==> src/rtl/mem_arb_pkg.sv <==
// Shared types and defaults for the two-master memory arbiter.
package mem_arb_pkg;

  typedef enum logic {
    M_INSTR = 1'b0,
    M_DATA  = 1'b1
  } master_e;

  localparam int unsigned MEM_WORDS_DEF  = 256;
  localparam int unsigned ADDR_SHIFT_DEF = 2;

  typedef struct packed {
    logic        valid;
    master_e     owner;
    logic        err;
    logic [31:0] rdata;
  } rsp_t;

endpackage

==> src/rtl/rr_arb2.sv <==
// Two-way round-robin selector; the pointer names the master favoured on a tie
// and only moves when the caller reports that the selected transfer was accepted.
module rr_arb2
  import mem_arb_pkg::*;
(
  input  logic       clk,
  input  logic       rst,
  input  logic [1:0] req_i,
  input  logic       advance_i,
  output logic [1:0] gnt_o
);

  master_e ptr_q, ptr_d;
  master_e win;

  // NOTE: every always_comb output gets a default first so no path leaves it unassigned (no latch).
  always_comb begin
    win   = ptr_q;
    gnt_o = 2'b00;
    ptr_d = ptr_q;
    if (req_i == 2'b01)      win = M_INSTR;
    else if (req_i == 2'b10) win = M_DATA;
    if (|req_i) begin
      gnt_o = (win == M_DATA) ? 2'b10 : 2'b01;
      if (advance_i) ptr_d = (win == M_INSTR) ? M_DATA : M_INSTR;
    end
  end

  // NOTE: state registers use non-blocking assignments so all flops update together at the edge.
  always_ff @(posedge clk) begin
    if (rst) ptr_q <= M_INSTR;
    else     ptr_q <= ptr_d;
  end

endmodule

==> src/rtl/mem_arbiter.sv <==
// Arbitrates instruction and data masters onto one single-port RAM with a fixed
// one-cycle response; out-of-range accesses are answered locally with an error.
module mem_arbiter
  import mem_arb_pkg::*;
#(
  parameter int unsigned MEM_WORDS  = MEM_WORDS_DEF,
  parameter int unsigned ADDR_SHIFT = ADDR_SHIFT_DEF
) (
  input  logic             clk,
  input  logic             rst,
  input  logic [1:0]       m_req_i,
  output logic [1:0]       m_gnt_o,
  output logic [1:0]       m_rvalid_o,
  input  logic [1:0][31:0] m_addr_i,
  input  logic [1:0][31:0] m_wdata_i,
  input  logic [1:0]       m_we_i,
  output logic [1:0][31:0] m_rdata_o,
  output logic [1:0]       m_err_o,
  output logic             ram_req_o,
  input  logic             ram_gnt_i,
  input  logic             ram_rvalid_i,
  output logic [31:0]      ram_addr_o,
  output logic [31:0]      ram_wdata_o,
  input  logic [31:0]      ram_rdata_i,
  output logic             ram_we_o
);

  logic [1:0]  req_live;
  logic [1:0]  sel;
  logic        sel_bit;
  logic [31:0] word_idx;
  logic        in_range;
  logic        xfer;
  rsp_t        rsp_q, rsp_d;
  logic        rsp_live;
  logic        own_data;

  // Responses are routed solely by the owner register; the RAM's own valid is not needed.
  logic unused_ram_rvalid;
  assign unused_ram_rvalid = ram_rvalid_i;

  assign req_live = rst ? 2'b00 : m_req_i;

  rr_arb2 u_rr_arb2 (
    .clk      (clk),
    .rst      (rst),
    .req_i    (req_live),
    .advance_i(xfer),
    .gnt_o    (sel)
  );

  assign sel_bit  = sel[1];
  assign word_idx = m_addr_i[sel_bit] >> ADDR_SHIFT;
  assign in_range = word_idx < 32'(MEM_WORDS);

  // A selected request completes when the RAM accepts it or when it never reaches the RAM.
  assign xfer        = (|sel) && (!in_range || ram_gnt_i);
  assign m_gnt_o     = xfer ? sel : 2'b00;
  assign ram_req_o   = (|sel) && in_range;
  assign ram_we_o    = ram_req_o && m_we_i[sel_bit];
  assign ram_addr_o  = ram_req_o ? word_idx : 32'd0;
  assign ram_wdata_o = ram_req_o ? m_wdata_i[sel_bit] : 32'd0;

  always_comb begin
    rsp_d = '0;
    if (xfer) begin
      rsp_d.valid = 1'b1;
      rsp_d.owner = sel_bit ? M_DATA : M_INSTR;
      rsp_d.err   = !in_range;
      rsp_d.rdata = (in_range && !m_we_i[sel_bit]) ? ram_rdata_i : 32'd0;
    end
  end

  always_ff @(posedge clk) begin
    if (rst) rsp_q <= '0;
    else     rsp_q <= rsp_d;
  end

  assign rsp_live     = rsp_q.valid && !rst;
  assign own_data     = (rsp_q.owner == M_DATA);
  assign m_rvalid_o   = {rsp_live && own_data, rsp_live && !own_data};
  assign m_err_o      = m_rvalid_o & {2{rsp_q.err}};
  assign m_rdata_o[0] = m_rvalid_o[0] ? rsp_q.rdata : 32'd0;
  assign m_rdata_o[1] = m_rvalid_o[1] ? rsp_q.rdata : 32'd0;

endmodule

==> config.mk <==
export PLATFORM = sky130hd
export DESIGN_NAME = mem_arbiter
export DESIGN_NICKNAME = d
export VERILOG_FILES = /design/src/rtl/mem_arb_pkg.sv /design/src/rtl/rr_arb2.sv /design/src/rtl/mem_arbiter.sv
export SDC_FILE = /design/constraint.sdc
export NUM_CORES = 1
export LEC_CHECK = 0
export BUFFER_PORTS_ARGS = -buffer_cell sky130_fd_sc_hd__buf_4
export CAP_MARGIN = 10
export CORE_AREA = 2 2 119 121
export DETAILED_ROUTE_END_ITERATION = 10
export DIE_AREA = 0 0 121 123
export PLACE_DENSITY = 0.49
export REMOVE_ABC_BUFFERS = 1
export SETUP_SLACK_MARGIN = 0.15
export SLEW_MARGIN = 20
export SYNTH_ARGS = -nofsm -noshare
export SYNTH_HDL_FRONTEND = slang
export SYNTH_SLANG_ARGS = --single-unit
export TNS_END_PERCENT = 1
==> constraint.sdc <==
create_clock -name clk -period 4 [get_ports clk]
set_input_delay 0.4 -clock clk [delete_from_list [all_inputs] [get_ports clk]]
set_output_delay 0.4 -clock clk [all_outputs]
set_load 0.005 [all_outputs]
==> results of run 1 <==
-- cell type report --
type                       count  area, um^2  area share (%)
timing repair buffer         279        2100            44.4
tap                          180         225            4.77
clock buffer                   6         129            2.73
multi-input combinational    285        1510            32.0
clock inverter                 2        35.0           0.741
inverter                       2        7.51           0.159
sequential                    36         721            15.3
-- through the flow --
| step | instance area, um^2 | total power [uW] | std cells | setup WS, ns |
|---|---|---|---|---|
| 6_report | 4730 | 980 | 790 | 1.21 |
| 5_1_grt | 4730 | 1030 | 790 | 0.966 |
| 2_1_floorplan | 2230 | 416 | 323 | 1.06 |
| 3_5_place_dp | 4550 | 555 | 781 | 1.18 |
| 3_3_place_gp | 4550 | 553 | 781 | 1.22 |
| 4_1_cts | 4710 | 999 | 789 | 1.22 |
-- state kept, by name, indices dropped and copies added, names as in the netlist --
name,cells
own_data,1
u_rr_arb2.ptr_q,1
rsp_q,34
-- power groups by stage --
stage | clock (uW) | combinational (uW) | sequential, uW
after floorplan | 0 | 46.1 | 370
after global placement | 0 | 182 | 370
after detailed placement | 0 | 185 | 370
after CTS | 451 | 186 | 363
after global routing | 463 | 206 | 363
final | 433 | 185 | 363
-- worst max-delay path, delay by kind of cell, from the launching register on --
kind / cells / cell delay, ns
DFF: 1 / 0.37
buffers and inverters: 3 / 0.68
AOI/OAI and AO/OA: 2 / 0.69
and+or+nand+nor: 3 / 0.35
-- routing by layer --
layer | wire, um | share of wire, %
met1 | 3990 | 38
met4 | 172 | 1.6
met2 | 5210 | 50
met3 | 1140 | 11
met5 | 0 | 0
-- worst max path at each step --
stage,start,end,slack [ns],depth (start not counted)
final,u_rr_arb2.ptr_q$_SDFFE_PP0P_,ram_wdata_o[8],1.21,8
after detailed placement,rst,rsp_q[31]$_SDFF_PP0_,1.18,7
after floorplan,rst,ram_addr_o[0],1.06,5
after global routing,u_rr_arb2.ptr_q$_SDFFE_PP0P_,ram_wdata_o[8],0.97,8
after global placement,rst,rsp_q[4]$_SDFF_PP0_,1.22,7
after CTS,u_rr_arb2.ptr_q$_SDFFE_PP0P_,ram_wdata_o[8],1.22,8
-- logic make-up after synthesis --
kind of cell | share of synthesized area [%]
AND/OR/NAND/NOR | 46.7
other | 0.155
buffers and inverters | 11.5
flip-flops | 29.8
AO/OA/AOI/OAI | 11.8
-- layout by cell type (no fill, tap or decap), drive strengths merged --
cell type,instances
inv,2
o2111ai,1
conb,24
o32ai,1
clkbuf,6
nor4,10
a311oi,1
and2b,1
nor2,4
and2,100
and3,1
o21bai,1
nand2,82
bufinv,1
o32a,1
nand2b,3
clkinv,1
nand3,3
o21ai,1
and3b,1
nor2b,1
dfxtp,36
nor3b,2
o211ai,1
nand4,2
buf,279
a21oi,44
==> metrics.md, run 1 <==
| Metric | Value |
|---|---|
| NumNets Final | `approximately 780` |
| DIE AREA | `between 10000 and 15000 um^2` |
| Final Hold Fails | `0` |
| Worst path slowest cell | `o32ai_2` |
| Fillcell total | `~1500` |
| Drt total wl | `~11000 um` |
| Inserted Diodes | `0` |
| Synthesis-to-finish area growth | `95.6%` |
| Util after Layout | `between 30% and 40%` |
| CTS H-tree lvls | `2` |
| Die extent in y | `123 um` |
| Combinational Power Share | `a little under a fifth` |
| CTS Buf Count | `5` |
| CTS Hold Bufs | `0` |
| Worst slew pin tran | `1.02 ns` |
| Cts repair resizes | `0` |
| Required time worst endpoint | `about 3.6 ns` |
| Postcts setup bufs | `0` |
| Vias | `around 3200` |
| Cells on Worst Hold Path | `2` |
| Setup TNS | `0 ns` |
| Post-Synthesis Cells | `346` |
| Top area cells in the synthesized netlist | `dfxtp_1, and2_1, nand2_1` |
| Setup Skew | `around 0.0019 ns` |
| Max incr delay on CP | `about 0.44 ns` |
| First-pass detailed-route iteration total | `4` |
| FF-to-FF Start | `u_rr_arb2.ptr_q$_SDFFE_PP0P_` |
| Crit Path Category | `flip-flop to output pin` |
| Syn_area_per_cell | `approximately 7 um^2` |
| Top-count cell post-synth | `and2_1` |
| EDFF count, synth | `0` |
| Core area | `~14000 um^2` |
| Most crowded layer after global routing | `met2` |
| Pwr per Cell Area | `between 200 and 250 nW/um^2` |
| Initial drt markers | `84` |
| Share of cells above drive strength 1 | `around half` |
| Met3 Usage GRT | `under 10%` |
| Yosys top cell area share | `29.8%` |
| Flop pwr share | `between 30% and 40%` |
| Total Routing Usage GR | `13.4%` |
| Most common library cells after synthesis | `and2_1, nand2_1, a21oi_1` |
| Worst Hold Launch | `ram_rdata_i[13]` |
| Period minus WS final | `between 2 and 3 ns` |
| CTS sink cnt | `36` |
| CP endpoint kind | `output pin` |
| Avg WL per Cell | `~13 um` |
| Register bit total from synthesis | `36` |
| Worst hold slack | `0.322 ns` |
| Antenna viol nets, final | `0` |
| Max Fclk | `around 360 MHz` |
| Grt total ovfl | `0` |
| Clk_lat worst skew | `0.27 ns` |
| Count of cell types in the netlist | `29` |
| # IOs | `304` |
| Ys async rst share | `0%` |
| IR Drop Worst-Case VDD | `approximately 0.00013 V` |
| RSZ-0062 raised after global routing | `false` |
| Die X | `approximately 120 um` |
| RePlAce Congestion | `0.803` |
| R2r setup slk | `1.79 ns` |
| Critical path arrival | `between 2 and 2.5 ns` |
| Clock Power Share | `about 44%` |
| Cell Area, Synth | `around 2400 um^2` |
| YS warnings | `0` |
| Clock Pin Slew Worst Setup and Hold Paths | `about 0.050 ns` |
| Port Buffers | `roughly 270` |
| Critical Path Start Type | `flip-flop` |
| Vias in the first global route | `between 3000 and 4000` |
| Crit share post-route | `69.8%` |
| Root buffer cell | `clkbuf_16` |
| Post-detail-place hpwl | `approximately 8700 um` |
| Dominant cell type by area after synthesis | `dfxtp_1` |
| Starting Density | `between 10% and 20%` |
| Hold Crit Class | `input pin to flip-flop` |
| R2R Path End | `rsp_q[8]$_SDFF_PP0_` |
| Leakage | `~0.0025 uW` |
| Slew Limit Fails | `0` |
| Count of final setup violators | `0` |
| Initial antenna violation count | `0` |
| FP Rows | `between 40 and 50` |
| FF-to-FF path depth | `7` |
| Rel. slew slack | `a little under a third` |
| CP Max Fanout | `between 40 and 50` |
| Max-cap violations | `0` |
| Largest net degree at the start of global routing | `43` |
| Outcome | `finished, final reports clean` |
| Net Sw Frac | `21.3%` |
| # DRC | `0` |
| Routing usage on met1 | `14.8%` |
| Psw | `209 uW` |
| Synth Flop Type | `dfxtp_1` |
| Cell mode on critical path | `buf_4` |
| First-pass GRT wire length | `~16000 um` |
| Via/cell ratio | `3.99` |
| CP cell instances | `nand2b_1 -> nand2_1 -> buf_4 -> o32ai_2 -> nand2b_1 -> buf_4 -> a21oi_1 -> buf_4` |
| Internal power | `between 700 and 800 uW` |
| CTS max path bufs | `2` |
| CTS tree | `done` |
| Endpoint, Worst Hold | `rsp_q[13]$_SDFF_PP0_` |
| Seq/Total Area, Yosys | `between 20% and 30%` |
| Grt met2 use | `24.3%` |
Note: power is estimated with default switching activity, not from simulation.
==> run 2, diff against run 1 <==
PLACE_DENSITY = 0.51   (was 0.49)
clock period = 2.3 ns   (was 4 ns; I/O delays follow)
==> run 2 against run 1 <==
Against the previous run:
- combinational power increased by 83%
- first-iteration DRC count shrank 46%
- wire length is 0.11% lower
- cell count rose by 0.38%
- design area is 3.2% higher
- utilization is 1.1 points higher
- power rose by 68%
==> metrics.md, run 2 (synthesis gave the netlist of run 1 again) <==
| Metric | Value |
|---|---|
| IR Drop Worst-Case VDD | `0.000241 V (+87%)` |
| Post-detail-place hpwl | `8890 um (+2.8%)` |
| Final Hold Fails | `0 (unchanged)` |
| R2r setup slk | `0.67 ns (-1.12 ns)` |
| First-pass GRT wire length | `15900 um (+1.4%)` |
| Setup TNS | `0 ns (unchanged)` |
| Outcome | `finished, final reports clean` |
| Clk_lat worst skew | `0.27 ns (about the same)` |
| CTS max path bufs | `2 (unchanged)` |
| Fillcell total | `1450 (-1.2%)` |
| Number of flip-flops in the largest register | `34 (unchanged)` |
| Worst hold slack | `0.157 ns (-0.166 ns)` |
| Vias in the first global route | `3080 (+0.72%)` |
| Starting Density | `17.7% (unchanged)` |
| FF-to-FF Start | `u_rr_arb2.ptr_q$_SDFFE_PP0P_` |
| Root buffer cell | `clkbuf_16` |
| Reg with most FFs | `rsp_q` |
| Synthesis-to-finish area growth | `102%` |
| Commonest non-fill, non-tap cell in the layout | `buf_4` |
| Critical path origin | `u_rr_arb2.ptr_q$_SDFFE_PP0P_` |
| Core area | `13600 um^2 (unchanged)` |
| Dpl cells | `786 (+0.64%)` |
| # IOs | `304 (unchanged)` |
| Hold Crit Class | `input pin to flip-flop` |
| Period minus WS final | `around 2.0 ns` |
| Slew Limit Fails | `0 (unchanged)` |
| R2R Path End | `rsp_q[9]$_SDFF_PP0_` |
| NumNets Final | `781 (+0.51%)` |
| Total Routing Usage GR | `13.6% (+0.28 points)` |
| DIE AREA | `14900 um^2 (unchanged)` |
| Util after Layout | `35.8% (+1.1 points)` |
| Grt total ovfl | `0 (unchanged)` |
| FP Rows | `43 (unchanged)` |
| Die X | `121 um (unchanged)` |
| Initial drt markers | `45 (-46%)` |
| Antenna viol nets, final | `0 (unchanged)` |
| Postcts setup bufs | `0 (unchanged)` |
| Critical Path Start Type | `flip-flop` |
| Vias | `3166 (+0.35%)` |
| Met2 WL | `5300 um (+1.6%)` |
| Crit Path Category | `flip-flop to output pin` |
| CTS sink cnt | `36 (unchanged)` |
| RePlAce Congestion | `0.841 (+4.8%)` |
| Top sig layer | `met4` |
| Max-cap violations | `0 (unchanged)` |
| Met1 wire length | `3840 um (-3.8%)` |
| Port Buffers | `274 (unchanged)` |
| Clock Pin Slew Worst Setup and Hold Paths | `0.05 ns (about the same)` |
| Crit share post-route | `a little under 90%` |
| Count of final setup violators | `0 (unchanged)` |
| Setup Skew | `0.00376 ns (+0.00189 ns)` |
| Required time worst endpoint | `2.07 ns (-1.53 ns)` |
| Inserted Diodes | `0 (unchanged)` |
| Max Fclk | `492 MHz` |
| Most frequent cells in the layout | `buf_4, and2_1, nand2_1` |
| CTS H-tree lvls | `2 (unchanged)` |
| RSZ-0062 raised after global routing | `true` |
| CTS tree | `done` |
| CTS Buf Count | `5 (unchanged)` |
| CP Max Fanout | `42 (unchanged)` |
| Leakage | `0.00251 uW (+1.2%)` |
| Avg WL per Cell | `13.2 um (-0.49%)` |
| # DRC | `0 (unchanged)` |
| Pwr per Cell Area | `338 nW/um^2 (+63%)` |
| FF-to-FF path depth | `7 (unchanged)` |
| Largest net degree at the start of global routing | `43 (unchanged)` |
| Critical path arrival | `1.80 ns (-0.59 ns)` |
| First-pass detailed-route iteration total | `4 (unchanged)` |
| Drt total wl | `10500 um (-0.11%)` |
| Met3 WL | `1190 um (+4.9%)` |
| Share of cells above drive strength 1 | `53.3% (+3.7 points)` |
| End of the critical path | `ram_wdata_o[13]` |
| Initial antenna violation count | `0 (unchanged)` |
| CP endpoint kind | `output pin` |
| Via/cell ratio | `3.99 (about the same)` |
| Non-Filler Instances | `793 (+0.38%)` |
| Die extent in y | `123 um (unchanged)` |
==> run 2: cell types whose count changed in the layout (fill, tap and decap cells not counted), sizes merged <==
cell,previous run,this run
clkbuf,6,7
clkinv,1,0
buf,279,283
bufinv,1,0
==> run 2: where the power goes <==
| part | switching (uW) | internal, uW | total (uW) | leakage, uW |
|---|---|---|---|---|
| clock | 226 | 453 | 679 | 0.0000760 |
| combinational | 126 | 212 | 338 | 0.00215 |
| sequential | 3.23 | 629 | 632 | 0.000291 |
| total | 355 | 1290 | 1650 | 0.00251 |
==> run 2: worst min-delay path by stage <==
stage	depth (start not counted)	startpoint	to	slack (ns)
finish	2	ram_rdata_i[25]	rsp_q[25]$_SDFF_PP0_	0.16
global placement	2	ram_rdata_i[19]	rsp_q[19]$_SDFF_PP0_	0.43
global route	2	ram_rdata_i[25]	rsp_q[25]$_SDFF_PP0_	0.16
CTS	2	ram_rdata_i[25]	rsp_q[25]$_SDFF_PP0_	0.15
detailed placement	2	ram_rdata_i[25]	rsp_q[25]$_SDFF_PP0_	0.44
floorplan	1	rst	u_rr_arb2.ptr_q$_SDFFE_PP0P_	0.30
==> run 2: area by class of cell <==
| cell class | count | area [um^2] | share of cell area (%) |
|---|---|---|---|
| repair buffers | 283 | 2170 | 44.6 |
| multi-input cells | 285 | 1600 | 32.7 |
| flip-flops and latches | 36 | 722 | 14.8 |
| well taps | 180 | 225 | 4.62 |
| clock buffers | 7 | 153 | 3.13 |
| inverters | 2 | 7.51 | 0.154 |
==> run 2: layer usage <==
layer	GRT usage [%]	vias up
li1	-	1590
met1	14.5	1370
met2	25.3	194
met3	4.61	12
met4	4.36	0
met5	0	-
==> run 2: worst max-delay path: stages (launching register included) <==
cell and delay [ns]:
dfxtp_2 0.37, nand2b_1 0.16, nand2_1 0.10, o32ai_2 0.23, nand2b_1 0.13, buf_12 0.19
a21oi_1 0.15, buf_4 0.16
==> run 2: per-stage QoR <==
| step | power [uW] | worst slack, ns | cell area [um^2] |
|---|---|---|---|
| 3_3_place_gp | 969 | 0.176 | 4640 |
| 2_1_floorplan | 724 | -0.372 | 2230 |
| 4_1_cts | 1670 | 0.0847 | 4790 |
| 5_1_grt | 1750 | 0.145 | 4880 |
| 6_report | 1650 | 0.267 | 4880 |
| 3_5_place_dp | 973 | 0.193 | 4640 |
==> run 2: timing repair <==
action,in CTS,in global routing
hold buffers,0,0
setup endpoints to repair,13,41
pin swaps,0,2
gates resized for setup,1,20
==> run 3, diff against run 2 <==
--- a/config.mk
+++ b/config.mk
@@ -15,2 +15,3 @@
 export SETUP_SLACK_MARGIN = 0.15
+export SKIP_CTS_REPAIR_TIMING = 1
 export SLEW_MARGIN = 20
--- a/constraint.sdc
+++ b/constraint.sdc
@@ -3,2 +3,2 @@
 set_output_delay 0.23 -clock clk [all_outputs]
-set_load 0.005 [all_outputs]
+set_load 0.1 [all_outputs]
==> run 3 against run 2 <==
Against the previous run:
- clock skew is essentially flat
- largest power group unchanged
- first-iteration DRC count grew 76%
- combinational power grew 62%
- sequential share of layout area shrank 1.2 points
- register-to-register slack lost 0.06 ns
- clock power grew 12%
- non-clock buffer count grew 7
- fmax shrank 7.9%
- sequential power is essentially flat
- worst setup slack lost 0.17 ns
- wire length grew 10%
==> metrics.md, run 3 (synthesis gave the netlist of run 1 again) <==
| Metric | Value |
|---|---|
| Outcome | `finished, final reports clean` |
| RSZ-0062 raised after global routing | `true` |
| Initial drt markers | `79 (+76%)` |
| End of the critical path | `ram_wdata_o[19]` |
| Max-cap violations | `0 (unchanged)` |
| CTS sink cnt | `36 (unchanged)` |
| First-pass detailed-route iteration total | `4 (unchanged)` |
| Critical Path Start Type | `input pin` |
| Setup Skew | `0.00375 ns (-0.00000610 ns)` |
| Starting Density | `17.7% (unchanged)` |
| Most frequent cells in the layout | `buf_4, and2_1, nand2_1` |
| Clk_lat worst skew | `0.28 ns (about the same)` |
| Leakage | `0.00262 uW (+4.3%)` |
| Drt total wl | `11600 um (+10%)` |
| Commonest non-fill, non-tap cell in the layout | `buf_4` |
| Core area | `13600 um^2 (unchanged)` |
| IR Drop Worst-Case VDD | `0.000255 V (+5.8%)` |
| Setup slack after layout | `0.0926 ns (-0.174 ns)` |
| Crit Path Category | `input pin to output pin` |
| Synthesis-to-finish area growth | `119%` |
| Place WS | `0.00606 ns (-0.187 ns)` |
| Die X | `121 um (unchanged)` |
| Crit share post-route | `96.0% (+7.6 points)` |
| Share of cells above drive strength 1 | `57.3% (+4.0 points)` |
| Period minus WS final | `2.21 ns (+0.174 ns)` |
| Initial antenna violation count | `0 (unchanged)` |
| Post-DP Area | `4670 um^2 (+0.76%)` |
| NumNets Final | `788 (+0.90%)` |
| R2r setup slk | `0.61 ns (-0.06 ns)` |
| Via/cell ratio | `4.08 (+2.3%)` |
| Hold Crit Class | `input pin to flip-flop` |
| Clock Pin Slew Worst Setup and Hold Paths | `0.06 ns (about the same)` |
| Slew Limit Fails | `0 (unchanged)` |
| Max Fclk | `453 MHz (-7.9%)` |
| Finished Cell Area | `5290 um^2 (+8.5%)` |
| CTS Buf Count | `5 (unchanged)` |
| Critical path origin | `m_addr_i[61]` |
| Count of final setup violators | `0 (unchanged)` |
| RePlAce Congestion | `0.870 (+3.3%)` |
| FF-to-FF Start | `u_rr_arb2.ptr_q$_SDFFE_PP0P_` |
| FP Rows | `43 (unchanged)` |
| Grt total ovfl | `0 (unchanged)` |
| CP endpoint kind | `output pin` |
| # IOs | `304 (unchanged)` |
| CP Max Fanout | `11 (-74%)` |
| Number of flip-flops in the largest register | `34 (unchanged)` |
| Util after Layout | `38.9% (+3.1 points)` |
| Worst Hold Launch | `ram_rdata_i[30]` |
| Dpl cells | `789 (+0.38%)` |
| Total Routing Usage GR | `14.0% (+0.32 points)` |
| DIE AREA | `14900 um^2 (unchanged)` |
| Die extent in y | `123 um (unchanged)` |
| First-pass GRT wire length | `16500 um (+3.6%)` |
| FF-to-FF path depth | `7 (unchanged)` |
| Final Total Pwr | `1940 uW (+18%)` |
| Pwr per Cell Area | `367 nW/um^2 (+8.5%)` |
| Routing usage on met1 | `16.2% (+1.7 points)` |
| Avg WL per Cell | `14.4 um (+9.0%)` |
| Met3 Usage GRT | `3.60% (-1.0 points)` |
| Inserted Diodes | `0 (unchanged)` |
| Most crowded layer after global routing | `met2` |
| Critical path arrival | `1.98 ns (+0.18 ns)` |
| Vias | `3272 (+3.3%)` |
| Final Hold Fails | `0 (unchanged)` |
| CTS tree | `done` |
| Largest net degree at the start of global routing | `43 (unchanged)` |
| Antenna viol nets, final | `0 (unchanged)` |
| Port Buffers | `274 (unchanged)` |
| Required time worst endpoint | `2.07 ns (about the same)` |
| Grt met2 use | `25.1% (-0.18 points)` |
| CTS max path bufs | `2 (unchanged)` |
| Post-detail-place hpwl | `9150 um (+2.9%)` |
| Non-Filler Instances | `801 (+1.0%)` |
| Reg with most FFs | `rsp_q` |
| R2R Path End | `rsp_q[24]$_SDFF_PP0_` |
| # DRC | `0 (unchanged)` |
| CTS H-tree lvls | `2 (unchanged)` |
| Root buffer cell | `clkbuf_16` |
| Vias in the first global route | `3182 (+3.3%)` |
==> run 3: layout make-up <==
class | instances | area [um^2]
multi-input combinational | 285 | 1720
clock inverter | 3 | 42.5
clock buffer | 5 | 125
sequential | 36 | 722
tap | 180 | 225
inverter | 2 | 7.51
timing repair buffer | 290 | 2450
fill | 1441 | 8320
==> run 3: metrics by stage <==
stage | hold slack (ns) | setup TNS [ns]
CTS | 0.144 | -1.02
global route | 0.144 | 0
detailed placement | 0.435 | 0
finish | 0.151 | 0
floorplan | 0.302 | -167.49
global placement | 0.431 | 0
==> run 3: worst max-delay path, cell delays in order <==
cell	delay [ns]
buf_4	0.12
nor4_2	0.27
nand4_1	0.22
o32ai_4	0.36
nand2b_4	0.15
clkbuf_16	0.21
a21oi_2	0.16
buf_6	0.25
==> run 3: worst min-delay path by stage <==
stage	end	depth (start not counted)
CTS	rsp_q[17]$_SDFF_PP0_	2
global placement	rsp_q[22]$_SDFF_PP0_	2
global route	rsp_q[20]$_SDFF_PP0_	2
detailed placement	rsp_q[7]$_SDFF_PP0_	2
floorplan	u_rr_arb2.ptr_q$_SDFFE_PP0P_	1
finish	rsp_q[30]$_SDFF_PP0_	2
==> run 3: power by group <==
part           leakage, uW  switching, uW  total, uW  internal, uW
clock            0.0000798            255        763           508
sequential        0.000291           3.40        632           628
combinational      0.00225            327        547           220
total              0.00262            585       1940          1360
==> run 3: per-layer routing <==
layer	vias up	wire length (um)
met5	-	0
met4	0	246
met3	11	1060
met2	185	5910
met1	1471	4350
li1	1605	-
